### src/rtl/commutator.sv
// Brushless motor commutator: Hall decode, brake override and slewed duty,
// all updated once per PWM period.
module commutator (
  input  logic        clk,
  input  logic        rst_n,
  input  logic        hallGrn,
  input  logic        hallYlw,
  input  logic        hallBlu,
  input  logic        brake_n,
  input  logic [11:0] drv_mag,
  input  logic        PWM_synch,
  output logic [1:0]  selGrn,
  output logic [1:0]  selYlw,
  output logic [1:0]  selBlu,
  output logic [10:0] duty,
  output logic        hall_fault
);

  logic [2:0]  hall_s1_q, hall_s2_q;
  logic        brk_s1_q, brk_s2_q;
  logic [5:0]  sel_q, sel_d;
  logic [10:0] duty_q, duty_d;
  logic [1:0]  cnt_q, cnt_d;
  logic        fault_q, fault_d;
  logic [11:0] tgt, dcur, up, dn_lim;
  logic        hall_bad;

  assign hall_bad = (hall_s2_q == 3'b000) || (hall_s2_q == 3'b111);

  always_comb begin
    sel_d = sel_q;
    if (PWM_synch) begin
      if (!brk_s2_q) begin
        sel_d = 6'b11_11_11;
      end else begin
        case (hall_s2_q)
          3'b101:  sel_d = 6'b10_01_00;
          3'b100:  sel_d = 6'b10_00_01;
          3'b110:  sel_d = 6'b00_10_01;
          3'b010:  sel_d = 6'b01_10_00;
          3'b011:  sel_d = 6'b01_00_10;
          3'b001:  sel_d = 6'b00_01_10;
          default: sel_d = 6'b00_00_00;
        endcase
      end
    end
  end

  // 12-bit math so the slew never wraps near the top or bottom of the range
  always_comb begin
    tgt    = brk_s2_q ? (12'h400 + (drv_mag >> 2)) : 12'h600;
    dcur   = {1'b0, duty_q};
    up     = dcur + 12'd16;
    dn_lim = tgt + 12'd16;
    duty_d = duty_q;
    if (PWM_synch) begin
      if (!brk_s2_q) begin
        duty_d = tgt[10:0];
      end else if (dcur < tgt) begin
        duty_d = (up > tgt) ? tgt[10:0] : up[10:0];
      end else if (dcur > tgt) begin
        duty_d = (dcur >= dn_lim) ? (duty_q - 11'd16) : tgt[10:0];
      end
    end
  end

  always_comb begin
    cnt_d   = cnt_q;
    fault_d = fault_q;
    if (PWM_synch) begin
      if (hall_bad) begin
        cnt_d = (cnt_q == 2'd3) ? 2'd3 : cnt_q + 2'd1;
      end else begin
        cnt_d = 2'd0;
      end
      fault_d = cnt_d[1];
    end
  end

  always_ff @(posedge clk) begin
    if (!rst_n) begin
      hall_s1_q <= 3'b000;
      hall_s2_q <= 3'b000;
      brk_s1_q  <= 1'b0;
      brk_s2_q  <= 1'b0;
      sel_q     <= 6'b0;
      duty_q    <= 11'h400;
      cnt_q     <= 2'd0;
      fault_q   <= 1'b0;
    end else begin
      hall_s1_q <= {hallGrn, hallYlw, hallBlu};
      hall_s2_q <= hall_s1_q;
      brk_s1_q  <= brake_n;
      brk_s2_q  <= brk_s1_q;
      sel_q     <= sel_d;
      duty_q    <= duty_d;
      cnt_q     <= cnt_d;
      fault_q   <= fault_d;
    end
  end

  assign selGrn     = sel_q[5:4];
  assign selYlw     = sel_q[3:2];
  assign selBlu     = sel_q[1:0];
  assign duty       = duty_q;
  assign hall_fault = fault_q;

endmodule
### config.mk
export PLATFORM = sky130hd
export DESIGN_NAME = commutator
export DESIGN_NICKNAME = d
export VERILOG_FILES = /design/src/rtl/commutator.sv
export SDC_FILE = /design/constraint.sdc
export NUM_CORES = 1
export LEC_CHECK = 0
export BUFFER_PORTS_ARGS = -buffer_cell sky130_fd_sc_hd__buf_4
export CAP_MARGIN = 20
export CORE_MARGIN = 1.5
export CORE_UTILIZATION = 60
export CTS_CLUSTER_DIAMETER = 30
export DETAILED_ROUTE_END_ITERATION = 16
export PLACE_DENSITY = 0.91
export SYNTH_ARGS = -nofsm -noshare
export SYNTH_HDL_FRONTEND = slang
export SYNTH_SLANG_ARGS = --single-unit
export TNS_END_PERCENT = 1
### constraint.sdc
create_clock -name clk -period 5.45 [get_ports clk]
set_input_delay 0.8175 -clock clk [delete_from_list [all_inputs] [get_ports clk]]
set_output_delay 0.8175 -clock clk [all_outputs]
set_load 0.02 [all_outputs]
; Yosys cells after proc, flatten, opt, wreduce, memory -nomap -nowiden
; Cells that the tools add are included.
[classes]
addsub = 5
order_cmp = 4
eq_ne = 9
n_mux = 10
reduce_logical = 3
[ops]
columns = operator, n
row1 = $mux 11, 5
row2 = $pmux 6 s6, 1
row3 = $add 11x10->12 const A, 1
row4 = $add 11x5->12 const B, 1
row5 = $add 12x5->12 const B, 1
row6 = $eq 3x3->1 const B, 4
row7 = $ge 11x12->1, 1
row8 = $gt 11x12->1, 1
row9 = $gt 12x12->1, 1
row10 = $lt 11x12->1, 1
row11 = $mux 12, 1
row12 = $sub 11x5->11 const B, 1
row13 = $eq 3x2->1 const B, 2
row14 = $mux 6, 1
row15 = $mux 2, 2
row16 = $eq 3x1->1 const B, 1
row17 = $logic_not 3->1, 1
row18 = $ne 3x1->1 const B, 1
row19 = $add 2x1->2 const B, 1
row20 = $eq 2x2->1 const B, 1
row21 = $reduce_and 2->1, 1
row22 = $logic_or 1x1->1, 1
[word_totals]
ff_bits = 28
input_bits = 19
out_inout_bits = 18
wordCells = 39

; Longest topological paths before layout
[logic_depth]
ltp_word = 8
depth_mapped = 17
depth_no_buf = 15

; Worst setup path before layout
; No wires, ideal clock.
[synth_path]
path_type = flip-flop to flip-flop
start = register brk_s2_q
end = register duty_q[10] (netlist: duty[10])
setup_ps = 127
arrival_time_ps = 3137
t_required_ps = 5323
path_slack_ps = 2185
path_stages_with_launch = 18
path_buffers = 3
period_less_slack_ps = 3265
path_cell_list = dfxtp_1 -> clkbuf_1 -> clkbuf_1 -> and2_1 -> ha_1 -> nand3_1 -> xnor2_1 -> nand2_1 -> ha_1 -> and3_1 -> nand2_1 -> a31o_2 -> a22oi_1 -> nand2_1 -> buf_2 -> or3_1 -> a21oi_1 -> o21ai_1
[synth_via]
elab_chain_len = 7
word_cells_on_any_way = 13
classes_between = add/sub: 1 / order compare: 4 / eq/ne: 1 / mux: 6 / reduce/logical: 1
[synth_rtl]
columns = item, line
row1 = "start, declared", 20  ; logic brk_s1_q, brk_s2_q;
row2 = "start signal, assigned", 94  ; brk_s2_q <= brk_s1_q;
row3 = $mux 12, 51  ; tgt = brk_s2_q ? (12'h400 + (drv_mag >> 2)) : 12'h600;
row4 = $add 12x5->12, 54  ; dn_lim = tgt + 12'd16;
row5 = $ge 11x12->1, 62  ; duty_d = (dcur >= dn_lim) ? (duty_q - 11'd16) : tgt[10:0];
row6 = $mux 11, 62
row7 = $mux 11, 61  ; end else if (dcur > tgt) begin
row8 = $mux 11, 59  ; end else if (dcur < tgt) begin
row9 = $mux 11, 57  ; if (!brk_s2_q) begin
row10 = "end signal, assigned", 96  ; duty_q <= duty_d;
row11 = "end, declared", 22  ; logic [10:0] duty_q, duty_d;
; Parallel ways exist; a longest one is shown, timed or not. The select of a mux whose other input is x is not followed.
; A chain may end at the register's enable or synchronous reset.

; Worst setup path in the final report
[layout_path]
start = register brk_s2_q
end = register duty_q[6] (netlist: duty[6])
; The elaborated chain is that of the path after synthesis.

==> flow_summary.rst <==
.. list-table::
   :header-rows: 1

   * - Metric
     - Value
   * - Buffer and inverter count on the worst path
     - 1
   * - Routed Antenna Nets
     - 0
   * - Routed via count
     - 2,014
   * - # placed instances
     - 329
   * - Net count after synthesis
     - 307
   * - Summed negative setup slack over all endpoints
     - 0 ps
   * - Slowest-stage cell, CP
     - dfxtp_1
   * - Share of total power in sequential cells
     - 0.531
   * - Number of flip-flops and latches in the synthesized netlist
     - 27
   * - Total number of cells along the worst setup path
     - 15
   * - Count of endpoints failing hold in the final timing report
     - 0
   * - Gates resized, CTS repair
     - 0
   * - Layout Area Growth over Synthesis
     - 14.37%
   * - Max Clk Rate
     - 262.8 MHz
   * - Setup Buffers After CTS
     - 0
   * - Most common library cell in the layout ignoring fill and taps
     - buf_4
   * - Placeable core region
     - 0.003128 sq mm
   * - Critical path capture point type
     - flop
   * - Netlist area before placement
     - 0.002037 sq mm
   * - Number of hold buffers added after cts
     - 0
   * - Critical Path Max Stage Delay
     - 740 ps
   * - Wire length of the first global-routing pass
     - 7.803 mm
   * - Antenna violations before repair
     - 0
   * - Row cnt
     - 20
   * - N_diodes
     - 0
   * - Worst-path maximum fanout
     - 19
   * - Detailed Place HPWL
     - 3.785 mm
   * - Remaining global-route overflow
     - 0
   * - IO buf count
     - 34
   * - Delay-heaviest family, CP
     - simple AND/OR/NAND/NOR gates
   * - Final worst-path cycle share
     - 0.6983
   * - Chip width
     - 61.27 um
   * - Synthesized area divided by synthesized cell count
     - 7.775 sq um
   * - Min-delay worst type
     - flop to flop
   * - Leak Pwr
     - 1.039 nW
   * - Power per Cell Area
     - 173.3 mW/mm^2
   * - Setup slack, reg-to-reg
     - 1640 ps
   * - Clock transition at the registers of the reported paths
     - 150 ps
   * - Endpoint required time on the critical path
     - 5690 ps
   * - Combinational cell fraction of total power
     - 0.248
   * - Most used cell along the critical path
     - nand2_1
   * - TritonCTS clock tree
     - yes
   * - Dominant register cell in the synthesized netlist
     - dfxtp_1
   * - Worst Path Arrival
     - 4040 ps
   * - Drt total wl
     - 4.833 mm
   * - Final setup violation count
     - 0
   * - DR pass1 iterations
     - 4
   * - Post-synth EDFFs
     - 0
   * - Via count of the first global-routing pass
     - 1,745
   * - Netlist cell types
     - 48
   * - Kind of critical path
     - flop to flop
   * - Worst setup path startpoint
     - brk_s2_q$_SDFF_PN0_
   * - Worst slew margin
     - 0.5871
   * - Int Power
     - 275.4 uW
   * - Number of design-rule violations left by the first detailed-router iteration
     - 109
   * - Boundary Pins
     - 37
   * - Slew Viols, Final
     - 0
   * - Capturing instance or port of the critical path
     - duty[6]$_SDFFE_PN0P_
   * - Startpoint Class
     - flop
   * - Number of cells traversed by the worst register-to-register path
     - 15
   * - Max Cap Viol
     - 0
   * - Max rail drop VDD
     - 0.0001146 V
   * - # clock sinks
     - 27
   * - Clock period minus worst slack
     - 3806 ps
   * - FF-to-FF End
     - duty[6]$_SDFFE_PN0P_
   * - Total number of yosys warnings
     - 0
   * - Result of the run
     - finished clean
   * - Pin count of the biggest net entering global routing
     - 28
   * - Start of the worst register-to-register path
     - brk_s2_q$_SDFF_PN0_
   * - Net switching power figure
     - 128.3 uW
   * - Detail-routed net length per standard cell
     - 14.51 um
   * - Final weighted congestion in routability-driven placement
     - 0.8880
   * - Starting density of the core
     - 0.6512
   * - Critical path cell sequence
     - nand2_1 -> inv_1 -> ha_1 -> nand3_1 -> xnor2_1 -> nand2_1 -> ha_1 -> and3_1 -> nand2_1 -> a31o_2 -> a22oi_1 -> nand2_1 -> and2_1 -> a221oi_1 -> o21ai_1
   * - Tot GR Track Use
     - 0.2752
   * - Final std cells w/o fill
     - 333
   * - Fraction of power spent switching nets
     - 0.3178
   * - DIE AREA
     - 0.003753 sq mm
   * - Setup repair after global routing missed its margin
     - false
   * - Portion of the post-synthesis area used by sequential elements
     - 0.2654
   * - Insertion delay of the later-clocked pin in the worst-skew pair
     - 330 ps
   * - Max H-tree Level
     - 1
   * - Worst Max-Slew Pin Slew
     - 618.5 ps
   * - Highest-count cells in the layout ignoring fill and taps
     - 34 x buf_4, 31 x nand2_1, 27 x dfxtp_1
   * - Maximum count of clock buffers along a single path
     - 2
   * - Total number of nets in the final design
     - 335
   * - Relative contribution of the clock network to total power
     - 0.222
   * - Post-route clock skew
     - 3.398 ps
   * - Ys async rst share
     - 0
   * - Post-Synthesis Cells
     - 262
   * - Average vias per placed instance
     - 6.048
   * - Inserted Clock Buffers
     - 3
   * - Clock tree root buffer cell
     - clkbuf_4
   * - Share of cells above drive strength 1
     - 0.1557
   * - Residual DRC count
     - 0
   * - Die Ht
     - 61.27 um
## power by group through the flow
| stage | logic [mW] | registers (mW) | clock network, mW |
|---|---|---|---|
| after floorplan | 0.0620 | 0.221 | 0 |
| after global placement | 0.0957 | 0.218 | 0 |
| after detailed placement | 0.0984 | 0.218 | 0 |
| after CTS | 0.0987 | 0.214 | 0.0900 |
| after global routing | 0.110 | 0.215 | 0.0975 |
| final | 0.100 | 0.214 | 0.0895 |
## metrics by stage
step                power (mW)  instance area, sq um  setup slack (ps)  hold slack (ps)  utilization
finish                  0.4037                  2330              1644            453.4       0.7448
global route            0.4227                  2330              1363            461.0       0.7448
detailed placement      0.3168                  2300              1597            421.1       0.7352
floorplan               0.2826                  2037              2185            411.9            -
global placement        0.3136                  2300              1651            413.5       0.7352
CTS                     0.4028                  2330              1679            455.7       0.7448
## synth_stat cells (2+ instances only)
library cell | n | area, sq um
nand4_1 | 5 | 31.28
ha_1 | 26 | 325.3
a221oi_1 | 2 | 17.52
dfxtp_1 | 27 | 540.5
nand2_1 | 31 | 116.4
a41oi_1 | 2 | 17.52
a21oi_1 | 16 | 80.08
and2_1 | 12 | 75.07
o22ai_1 | 8 | 50.05
or3_1 | 3 | 18.77
o21ai_0 | 12 | 60.06
xor2_1 | 5 | 43.79
nor2_1 | 20 | 75.07
nor3_1 | 7 | 35.03
a31oi_1 | 3 | 18.77
a22oi_1 | 2 | 15.01
clkbuf_1 | 8 | 30.03
nor4_1 | 2 | 12.51
inv_1 | 16 | 60.06
nand3_1 | 12 | 60.06
a211oi_1 | 3 | 22.52
o31ai_1 | 2 | 15.01
a211o_1 | 3 | 26.28
xnor2_1 | 6 | 52.55
and3_1 | 2 | 12.51
o21ai_1 | 4 | 20.02
a21o_1 | 2 | 15.01
## worst min path at each step
stage,startpoint,cells past startpoint,endpoint,slack (ps)
5_1_grt,brk_s1_q$_SDFF_PN0_,1,brk_s2_q$_SDFF_PN0_,460
4_1_cts,brk_s1_q$_SDFF_PN0_,1,brk_s2_q$_SDFF_PN0_,460
2_1_floorplan,brk_s1_q$_SDFF_PN0_,1,brk_s2_q$_SDFF_PN0_,410
3_5_place_dp,brk_s1_q$_SDFF_PN0_,1,brk_s2_q$_SDFF_PN0_,420
3_3_place_gp,brk_s1_q$_SDFF_PN0_,1,brk_s2_q$_SDFF_PN0_,410
6_report,brk_s1_q$_SDFF_PN0_,1,brk_s2_q$_SDFF_PN0_,450
## layout make-up
| class | count | area (sq um) |
|---|---|---|
| well taps | 44 | 55.05 |
| repair buffers | 34 | 255.2 |
| multi-input cells | 208 | 1389 |
| clock inverters | 1 | 7.507 |
| flip-flops and latches | 27 | 540.5 |
| clock buffers | 3 | 22.52 |
| inverters | 16 | 60.06 |
| fillers | 249 | 798.3 |
## sequential cells by signal (all words and copies together) (netlist names)
signal / count
duty: 11
sel_q: 6
hall_s1_q: 3
hall_s2_q: 3
cnt_q: 2
brk_s1_q: 1
brk_s2_q: 1
## layer usage
layer,vias to the layer above,GRT usage,part of all wire
met4,0,0.1149,0.022
met2,66,0.4301,0.47
met1,936,0.3786,0.45
met5,-,0,0
li1,1000,-,-
met3,12,0.04202,0.052
## kinds of logic (layout without fill, tap and decap cells)
kind of cell,count (synthesis),count (layout),synth area share
DFF,27,27,0.2654
and+or+nand+nor,103,103,0.2512
xor gates and xnor gates,11,11,0.04730
buffers and inverters,27,54,0.05282
AOI/OAI and AO/OA,68,68,0.2236
adders and majority gates,26,26,0.1597
(Power assumes the default switching activity.)
